[src/rtl/dmem_pkg.sv]
// Shared types for the data-side memory bridge: load FSM states and write-buffer entry layout.
package dmem_pkg;

  typedef enum logic [1:0] {
    IDLE     = 2'd0,
    RD_DRAIN = 2'd1,
    RD_REQ   = 2'd2,
    RD_WAIT  = 2'd3
  } state_e;

  localparam logic [3:0] WSTRB_LOAD = 4'h0;
  localparam logic [3:0] WSTRB_FULL = 4'hF;

  typedef struct packed {
    logic [29:0] waddr;
    logic [3:0]  wstrb;
    logic [31:0] wdata;
  } wb_entry_t;

endpackage

[src/rtl/dmem_wbuf.sv]
// Posted-store circular FIFO with wrap-bit pointers. With DMEM_WB_FWD_EN defined it also
// exposes a newest-entry address lookup used for store-to-load forwarding.
module dmem_wbuf
  import dmem_pkg::*;
#(
  parameter int WB_DEPTH = 4
) (
  input  logic        clk,
  input  logic        rst,
  input  logic        push_i,
  input  logic [29:0] push_waddr_i,
  input  logic [3:0]  push_wstrb_i,
  input  logic [31:0] push_wdata_i,
  input  logic        pop_i,
  output logic [29:0] head_waddr_o,
  output logic [3:0]  head_wstrb_o,
  output logic [31:0] head_wdata_o,
  output logic        empty_o,
  output logic        full_o,
  output logic        last_o
`ifdef DMEM_WB_FWD_EN
  ,
  input  logic [29:0] lkp_addr_i,
  output logic        lkp_hit_o,
  output logic [31:0] lkp_data_o
`endif
);

  localparam int AW = $clog2(WB_DEPTH);

  logic [AW:0] head_q, head_d, tail_q, tail_d, count;
  wb_entry_t   ent_q [WB_DEPTH];

  assign count   = tail_q - head_q;
  assign empty_o = (head_q == tail_q);
  assign full_o  = (head_q[AW] != tail_q[AW]) && (head_q[AW-1:0] == tail_q[AW-1:0]);
  assign last_o  = (count == (AW+1)'(1));

  assign head_waddr_o = ent_q[head_q[AW-1:0]].waddr;
  assign head_wstrb_o = ent_q[head_q[AW-1:0]].wstrb;
  assign head_wdata_o = ent_q[head_q[AW-1:0]].wdata;

  always_comb begin
    head_d = head_q;
    tail_d = tail_q;
    if (pop_i)  head_d = head_q + (AW+1)'(1);
    if (push_i) tail_d = tail_q + (AW+1)'(1);
  end

  always_ff @(posedge clk) begin
    if (rst) begin
      head_q <= '0;
      tail_q <= '0;
    end else begin
      head_q <= head_d;
      tail_q <= tail_d;
    end
  end

  always_ff @(posedge clk) begin
    if (push_i) ent_q[tail_q[AW-1:0]] <= '{waddr: push_waddr_i, wstrb: push_wstrb_i, wdata: push_wdata_i};
  end

`ifdef DMEM_WB_FWD_EN
  logic [AW-1:0] idx;

  // Walk oldest to newest so the last matching entry decides the result.
  always_comb begin
    lkp_hit_o  = 1'b0;
    lkp_data_o = '0;
    idx        = '0;
    for (int i = 0; i < WB_DEPTH; i++) begin
      idx = head_q[AW-1:0] + AW'(i);
      if (((AW+1)'(i) < count) && (ent_q[idx].waddr == lkp_addr_i)) begin
        lkp_hit_o  = (ent_q[idx].wstrb == WSTRB_FULL);
        lkp_data_o = ent_q[idx].wdata;
      end
    end
  end
`endif

endmodule

[src/rtl/dmem_bridge.sv]
// Core data-port to memory bridge: posted stores via dmem_wbuf, loads ordered behind them.
// Define DMEM_WB_FWD_EN to answer loads from a full-word buffered store without a memory read.
module dmem_bridge
  import dmem_pkg::*;
#(
  parameter int WB_DEPTH = 4
) (
  input  logic        clk,
  input  logic        rst,
  input  logic        cpu_req_valid,
  output logic        cpu_req_ready,
  input  logic [31:0] cpu_req_addr,
  input  logic [3:0]  cpu_req_wstrb,
  input  logic [31:0] cpu_req_wdata,
  output logic        cpu_rsp_valid,
  output logic [31:0] cpu_rsp_rdata,
  output logic        mem_valid,
  input  logic        mem_ready,
  output logic [31:0] mem_addr,
  output logic [3:0]  mem_wstrb,
  output logic [31:0] mem_wdata,
  input  logic        mem_rvalid,
  input  logic [31:0] mem_rdata
);

  state_e      state_q, state_d;
  logic [29:0] ld_addr_q, ld_addr_d;
  logic        rsp_valid_q, rsp_valid_d;
  logic [31:0] rsp_rdata_q, rsp_rdata_d;

  logic        wb_empty, wb_full, wb_last;
  logic [29:0] head_waddr;
  logic [3:0]  head_wstrb;
  logic [31:0] head_wdata;
  logic        accept, is_load, push, pop, drain_vld;
  logic        unused_addr_lsb;

  assign unused_addr_lsb = ^cpu_req_addr[1:0];

  assign cpu_req_ready = !rst && (state_q == IDLE) && !wb_full;
  assign accept        = cpu_req_valid && cpu_req_ready;
  assign is_load       = (cpu_req_wstrb == WSTRB_LOAD);
  assign push          = accept && !is_load;
  // The buffer owns the memory channel except while the load itself is on it.
  assign drain_vld     = !wb_empty && ((state_q == IDLE) || (state_q == RD_DRAIN));
  assign pop           = !rst && drain_vld && mem_ready;

`ifdef DMEM_WB_FWD_EN
  logic        lkp_hit;
  logic [31:0] lkp_data;
`endif

  dmem_wbuf #(.WB_DEPTH(WB_DEPTH)) u_wbuf (
    .clk          (clk),
    .rst          (rst),
    .push_i       (push),
    .push_waddr_i (cpu_req_addr[31:2]),
    .push_wstrb_i (cpu_req_wstrb),
    .push_wdata_i (cpu_req_wdata),
    .pop_i        (pop),
    .head_waddr_o (head_waddr),
    .head_wstrb_o (head_wstrb),
    .head_wdata_o (head_wdata),
    .empty_o      (wb_empty),
    .full_o       (wb_full),
    .last_o       (wb_last)
`ifdef DMEM_WB_FWD_EN
    ,
    .lkp_addr_i   (cpu_req_addr[31:2]),
    .lkp_hit_o    (lkp_hit),
    .lkp_data_o   (lkp_data)
`endif
  );

  always_comb begin
    state_d     = state_q;
    ld_addr_d   = ld_addr_q;
    rsp_valid_d = 1'b0;
    rsp_rdata_d = rsp_rdata_q;
    mem_valid   = 1'b0;
    mem_addr    = '0;
    mem_wstrb   = '0;
    mem_wdata   = '0;

    if (drain_vld) begin
      mem_valid = 1'b1;
      mem_addr  = {head_waddr, 2'b00};
      mem_wstrb = head_wstrb;
      mem_wdata = head_wdata;
    end

    unique case (state_q)
      IDLE: begin
        if (accept && is_load) begin
          ld_addr_d = cpu_req_addr[31:2];
`ifdef DMEM_WB_FWD_EN
          if (lkp_hit) begin
            rsp_valid_d = 1'b1;
            rsp_rdata_d = lkp_data;
          end else if (wb_empty) state_d = RD_REQ;
          else                   state_d = RD_DRAIN;
`else
          if (wb_empty) state_d = RD_REQ;
          else          state_d = RD_DRAIN;
`endif
        end
      end
      // Leave as soon as the final pop is committed so RD_REQ follows it directly.
      RD_DRAIN: if (wb_empty || (wb_last && pop)) state_d = RD_REQ;
      RD_REQ: begin
        mem_valid = 1'b1;
        mem_addr  = {ld_addr_q, 2'b00};
        mem_wstrb = WSTRB_LOAD;
        if (mem_ready) state_d = RD_WAIT;
      end
      RD_WAIT: begin
        if (mem_rvalid) begin
          state_d     = IDLE;
          rsp_valid_d = 1'b1;
          rsp_rdata_d = mem_rdata;
        end
      end
      default: state_d = IDLE;
    endcase

    if (rst) begin
      mem_valid = 1'b0;
      mem_addr  = '0;
      mem_wstrb = '0;
      mem_wdata = '0;
    end
  end

  assign cpu_rsp_valid = !rst && rsp_valid_q;
  assign cpu_rsp_rdata = rst ? '0 : rsp_rdata_q;

  always_ff @(posedge clk) begin
    if (rst) begin
      state_q     <= IDLE;
      rsp_valid_q <= 1'b0;
      rsp_rdata_q <= '0;
    end else begin
      state_q     <= state_d;
      rsp_valid_q <= rsp_valid_d;
      rsp_rdata_q <= rsp_rdata_d;
    end
    ld_addr_q <= ld_addr_d;
  end

endmodule

[config.mk]
export PLATFORM = sky130hd
export DESIGN_NAME = dmem_bridge
export DESIGN_NICKNAME = d
export VERILOG_FILES = /design/src/rtl/dmem_pkg.sv /design/src/rtl/dmem_wbuf.sv /design/src/rtl/dmem_bridge.sv
export SDC_FILE = /design/constraint.sdc
export NUM_CORES = 1
export LEC_CHECK = 0
export ABC_AREA = 0
export BUFFER_PORTS_ARGS = -buffer_cell sky130_fd_sc_hd__buf_4
export CAP_MARGIN = 0
export CORE_ASPECT_RATIO = 0.5
export CORE_MARGIN = 2
export CORE_UTILIZATION = 34
export CTS_CLUSTER_SIZE = 16
export DETAILED_ROUTE_END_ITERATION = 8
export PLACE_DENSITY_LB_ADDON = 0.05
export SLEW_MARGIN = 20
export SYNTH_ARGS = -nofsm -noshare
export SYNTH_HDL_FRONTEND = slang
export SYNTH_SLANG_ARGS = --single-unit
[constraint.sdc]
create_clock -name clk -period 4.2 [get_ports clk]
set_input_delay 0.21 -clock clk [delete_from_list [all_inputs] [get_ports clk]]
set_output_delay 0.21 -clock clk [all_outputs]
set_load 0.03 [all_outputs]
# Word-level counts from Yosys, hierarchy flattened
# Memory sizes are Yosys's and may differ from the RTL's. A register that Yosys moved wholly into a read port is not among the register bits.
# Index checks and enable logic that the tools add are counted.
dict set report classes {
  add_sub_neg 3
  n_mul 0
  div 0
  order_cmp 0
  n_eq_ne 11
  shifts 0
  n_mux 23
  n_bitwise 1
  reduce_logical 23
}
# cell count
set ops {}
lappend ops {{$mux 32} 6}
lappend ops {{$mux 2} 7}
lappend ops {{$mux 4} 3}
lappend ops {{$logic_and 1x1->1} 11}
lappend ops {{$pmux 2 s4} 1}
lappend ops {{$add 3x1->3 const B} 2}
lappend ops {{$mux 1} 6}
lappend ops {{$eq 2x2->1 const B} 2}
lappend ops {{$logic_not 1->1} 4}
lappend ops {{$logic_not 4->1} 1}
lappend ops {{$ne 2x1->1 const B} 2}
lappend ops {{$ne 2x2->1 const B} 2}
lappend ops {{$reduce_and 2->1} 2}
lappend ops {{$reduce_and 4->1} 1}
lappend ops {{$eq 3x1->1 const B} 1}
lappend ops {{$eq 3x3->1} 1}
lappend ops {{$sub 3x3->3} 1}
lappend ops {{$eq 2x1->1 const B} 1}
lappend ops {{$eq 2x2->1} 1}
lappend ops {{$logic_not 2->1} 1}
lappend ops {{$logic_or 1x1->1} 2}
lappend ops {{$reduce_or 2->1} 1}
lappend ops {{$ne 1x1->1} 1}
lappend ops {{$not 1->1} 1}
dict set report totals {
  regBits 71
  latch_bits 0
  ramBits 264
  romBits 0
  input_bits 105
  wordCells 68
  mem_count 1
}
# name depth word_bits read_ports rd_clocked_by_memory_dff wr line
set memory_table {}
lappend memory_table {u_wbuf.ent_q 4 66 1 1 1 dmem_wbuf.sv:32} ;# wb_entry_t ent_q [WB_DEPTH];

# Depth between registers and ports, before layout
dict set report logic_depth {
  ltp_word 9
  ltp_mapped 8
  ltp_nobuf 7
}

# Modules after synthesis
# A second synthesis with hierarchy kept.
dict set report unflattened {
  hier_cells 645
  hier_area_um2 12928.6
}
# module n_inst cells_each area_each_um2 seq_area_each_um2
set modules_own_cells {}
lappend modules_own_cells {dmem_wbuf 1 391 9977.1 8087.8}
lappend modules_own_cells {dmem_bridge 1 254 2951.6 1601.5}

# Worst setup path after synthesis
# Ideal clock, no wire load.
dict set report synth_timing {
  path_kind {flip-flop to flip-flop}
  start {reg u_wbuf.tail_q[0]}
  end {mem u_wbuf.ent_q[2][0] (netlist name), enable pin}
  setup_ns 0.431
  arrival_ns 3.243
  t_required_ns 3.769
  slack_ns 0.526
  path_stages_with_launch 7
  n_path_buf 1
  synth_period_minus_slack_ns 3.674
  path_cell_list {dfxtp_1 inv_1 ha_1 and2_1 clkbuf_1 a2111oi_4 and2_1}
}
dict set report synth_between {
  elab_chain_len 8
}
# item line
set synth_lines {}
lappend synth_lines {{from (decl)} dmem_wbuf.sv:31} ;# logic [AW:0] head_q, head_d, tail_q, tail_d, count;
lappend synth_lines {{from (signal assigned)} dmem_wbuf.sv:56} ;# tail_q <= tail_d;
lappend synth_lines {{$eq 2x2->1} dmem_wbuf.sv:36} ;# assign full_o = (head_q[AW] != tail_q[AW]) && (head_q[AW-1:0] == tail_q[AW-1:0]);
lappend synth_lines {{$logic_and 1x1->1} dmem_wbuf.sv:36}
lappend synth_lines {{$logic_not 1->1} dmem_bridge.sv:40} ;# assign cpu_req_ready = !rst && (state_q == IDLE) && !wb_full;
lappend synth_lines {{$logic_and 1x1->1} dmem_bridge.sv:40}
lappend synth_lines {{$logic_and 1x1->1} dmem_bridge.sv:41} ;# assign accept = cpu_req_valid && cpu_req_ready;
lappend synth_lines {{$logic_and 1x1->1} dmem_bridge.sv:43} ;# assign push = accept && !is_load;
lappend synth_lines {{$mux 1} dmem_wbuf.sv:61} ;# if (push_i) ent_q[tail_q[AW-1:0]] <= '{waddr: push_waddr_i, wstrb: push_wstrb_i, wdata: push_wdata_i};
lappend synth_lines {{$mux 1 (not written as such)} dmem_wbuf.sv:61}
lappend synth_lines {{to (decl)} dmem_wbuf.sv:32}
# Several ways; a longest one is shown, not always the timed one.

# Worst setup path in the final report
dict set report layout_timing {
  start {reg u_wbuf.tail_q[0]}
  end {out mem_addr[26]}
}
dict set report layout_between {
  elab_chain_len 6
}
# item line
set layout_lines {}
lappend layout_lines {{$eq 3x3->1} dmem_wbuf.sv:35} ;# assign empty_o = (head_q == tail_q);
lappend layout_lines {{$logic_not 1->1} dmem_bridge.sv:45} ;# assign drain_vld = !wb_empty && ((state_q == IDLE) || (state_q == RD_DRAIN));
lappend layout_lines {{$logic_and 1x1->1} dmem_bridge.sv:45}
lappend layout_lines {{$mux 32} dmem_bridge.sv:85} ;# if (drain_vld) begin
lappend layout_lines {{$mux 32} dmem_bridge.sv:92} ;# unique case (state_q)
lappend layout_lines {{$mux 32} dmem_bridge.sv:126} ;# if (rst) begin
lappend layout_lines {{to (decl)} dmem_bridge.sv:19} ;# output logic [31:0] mem_addr,
# Every way passes these cells.

==> results by group <==
Critical path
  – WP data required: 3990 ps
  – Crit path max-delay cell type: buf_4
  – Crit path max fanout: 28
  – WS Path Type: register to output pin
  – Worst path top cell family by delay: buffers and inverters
  – RR Endpoint: u_wbuf.ent_q[2][34]
  – Worst-path cell chain: inv_1 > ha_1 > and2_1 > a211oi_4 > buf_4 > a22oi_1 > nor2_1 > buf_4
  – Startpoint Class: register
  – Worst R2R Path Depth: 6
  – Reg-to-reg slack, setup: 1120 ps
  – Worst path bufs/invs: 3
  – CP dominant cell by count: buf_4
  – Crit-path max cell delay: 480 ps
  – CP endpoint kind: output pin
  – Worst R2R Start: u_wbuf.tail_q[0]
  – Worst endpoint data arrival time: 3220 ps

Clock network
  – Clock transition at the registers of the reported paths: 70 ps
  – CTS buffer count: 31
  – CTS sink cnt: 337
  – Clk_lat worst skew: 580 ps
  – H-tree levels: 1
  – CTS tree: yes
  – Clk buf depth: 3
  – CTS root buf: clkbuf_16
  – Setup Buffers After CTS: 0

Place
  – DP HPWL: 17000 um
  – Gpl congestion: 0.687
  – Port Buf Inserts: 203
  – Inst Count DP: 1352

Synth
  – Yosys reg bits: 337
  – Cells after Synth: 681
  – Synth warn: 0
  – Synth Flop Type: edfxtp_1
  – Number of synthesized flops with an enable pin: 294
  – Post-Syn Area: 13000 um2
  – Mean Syn Cell Area: 19.1 um2
  – Post-synth cell types: 47
  – Sequential share of the synthesized area: 0.744
  – Async S/R FF share, synth: 0

Global routing
  – Total gr overflow: 0
  – First-pass GRT wire length: 45500 um
  – Largest net degree at the start of global routing: 77
  – Initial antenna violation count: 0
  – Number of global-route vias before repair: 7605
  – Tot GR Track Use: 0.151

Floorplan
  – Core area: 37500 um2
  – Cell Rows: 50
  – IO Pins: 208
  – Starting Density: 0.347
  – Die Ht: 142 um
  – Die W: 281 um
  – Die ar.: 40000 um2

Hold path
  – Hold Path Class: primary input to register
  – Min-Delay Path Depth: 5
  – Hold EP: u_wbuf.tail_q[2]
  – Hold_sp: cpu_req_valid

STA
  – Hold_ws: 130 ps
  – Max-slew violations: 0
  – Clock Skew: 18.1 ps
  – # setup viols final: 0
  – Tmin final: 3430 ps
  – Fin crit share: 0.818
  – Setup TNS: 0 ps
  – Fin. Hold Viols: 0
  – Slew Limit Headroom: 0.349
  – Unrepaired setup endpoints after global routing: false
  – Highest Clock Rate: 291 MHz
  – Worst Tran Pin Value: 977 ps

Routing
  – Vias: 7208
  – M1 WL: 13200 um
  – WL met3: 1170 um
  – Drt pass-1 iters: 6
  – Met2 wire length: 15100 um
  – Total Wirelength: 30100 um
  – Initial DRC Count: 294
  – WL per Instance: 19.9 um
  – Max Used Layer: met4
  – Routed Antenna Nets: 0
  – Remaining DRCs: 0
  – Via-to-Cell Ratio: 4.77

Cells and area
  – Final cell count without fillers: 1510
  – Share of layout cells above drive strength 1: 0.338
  – P&R area growth vs syn: 31.7%
  – Final #Nets: 1107
  – Most common cell after layout, fill and taps aside: edfxtp_1
  – Commonest non-fill, non-tap cells in the layout: edfxtp_1, buf_4, dlygate4sd3_1, mux4_2, dfxtp_1

Pwr
  – Leakage: 6.00 nW
  – Pwr dens: 469 nW/um2
  – Worst vdd ir: 303 uV

Status
  – Run status: completed

Run
  – Max Cap Viol: 0
-- final cells by class --
| type | instances | area, um2 |
|---|---|---|
| well taps | 494 | 618 |
| flip-flops and latches | 337 | 9700 |
| multi-input cells | 293 | 3150 |
| diodes | 1 | 2.50 |
| repair buffers | 316 | 2680 |
| clock inverters | 23 | 166 |
| clock buffers | 35 | 791 |
| inverters | 11 | 41.3 |
| fillers | 3320 | 20400 |
-- per-layer routing --
metal / GRT usage / vias up
li1: - / 3336
met1: 0.196 / 3693
met2: 0.265 / 135
met3: 0.0284 / 44
met4: 0.0326 / 0
met5: 0 / -
-- cells in the mapped netlist (2+ instances only) --
| master | count | area share |
|---|---|---|
| nor2_1 | 35 | 0.010 |
| inv_1 | 11 | 0.0032 |
| nor2b_1 | 35 | 0.017 |
| and3_1 | 5 | 0.0024 |
| a211oi_2 | 2 | 0.0019 |
| buf_4 | 2 | 0.0012 |
| ha_1 | 11 | 0.011 |
| dfxtp_1 | 43 | 0.066 |
| mux2i_1 | 2 | 0.0015 |
| o22a_1 | 32 | 0.022 |
| a22oi_1 | 30 | 0.017 |
| buf_1 | 2 | 0.00058 |
| and2_1 | 37 | 0.018 |
| nand2_1 | 4 | 0.0012 |
| buf_2 | 10 | 0.0038 |
| mux4_2 | 66 | 0.11 |
| clkbuf_1 | 27 | 0.0078 |
| edfxtp_1 | 294 | 0.68 |
| a21oi_1 | 5 | 0.0019 |
-- per-stage QoR --
step	utilization	total power [W]	setup WS (ps)	instance area, um2
floorplan	-	0.00480	526	13000
global placement	0.405	0.00538	1110	15200
detailed placement	0.405	0.00539	1080	15200
CTS	0.457	0.00818	677	17100
global route	0.457	0.00841	588	17100
finish	0.457	0.00804	766	17100
-- power breakdown --
group / internal, W / leakage [nW] / switching, W
Clock: 0.00147 / 0.467 / 0.00122
Sequential: 0.00380 / 3.01 / 0.0000654
Combinational: 0.000621 / 2.52 / 0.000871
-- sequential cells by signal, summed over array words and instances, names as in the netlist, named ones only --
register	flops
u_wbuf.ent_q	264
state_q	2
rsp_valid_q	1
u_wbuf.head_q	3
rsp_rdata_q	32
ld_addr_q	30
u_wbuf.tail_q	3
-- cells by family after synthesis --
family,after synthesis,synth area share
other,1,0.000288
multiplexers,68,0.116
adder cells (fa/ha/maj),12,0.0121
flip-flops,337,0.744
buffers and inverters,52,0.0165
AND/OR/NAND/NOR,123,0.0527
XOR/XNOR,4,0.00433
AO/OA/AOI/OAI,84,0.0540
-- worst min-delay path, cell delays in order --
cell	delay (ps)
buf_4	120
inv_1	90
a2111oi_4	70
nand3b_1	90
a21oi_1	60
-- worst max path at each step --
stage	depth (start not counted)	endpoint	slack, ps	from
6_report	8	mem_addr[26]	770	u_wbuf.tail_q[0]
5_1_grt	8	mem_addr[23]	590	u_wbuf.tail_q[0]
3_3_place_gp	6	u_wbuf.ent_q[2][2]	1110	u_wbuf.tail_q[0]
2_1_floorplan	6	u_wbuf.ent_q[2][0]	530	u_wbuf.tail_q[0]
4_1_cts	8	mem_addr[26]	680	u_wbuf.tail_q[0]
3_5_place_dp	6	u_wbuf.ent_q[2][2]	1080	u_wbuf.tail_q[0]
-- what timing repair did --
action                                 in CTS  in global routing
endpoints found under the hold margin     329                  0
hold buffers                               99                  0
resized for setup                           0                  0
Note: power is estimated with default switching activity, not from simulation.
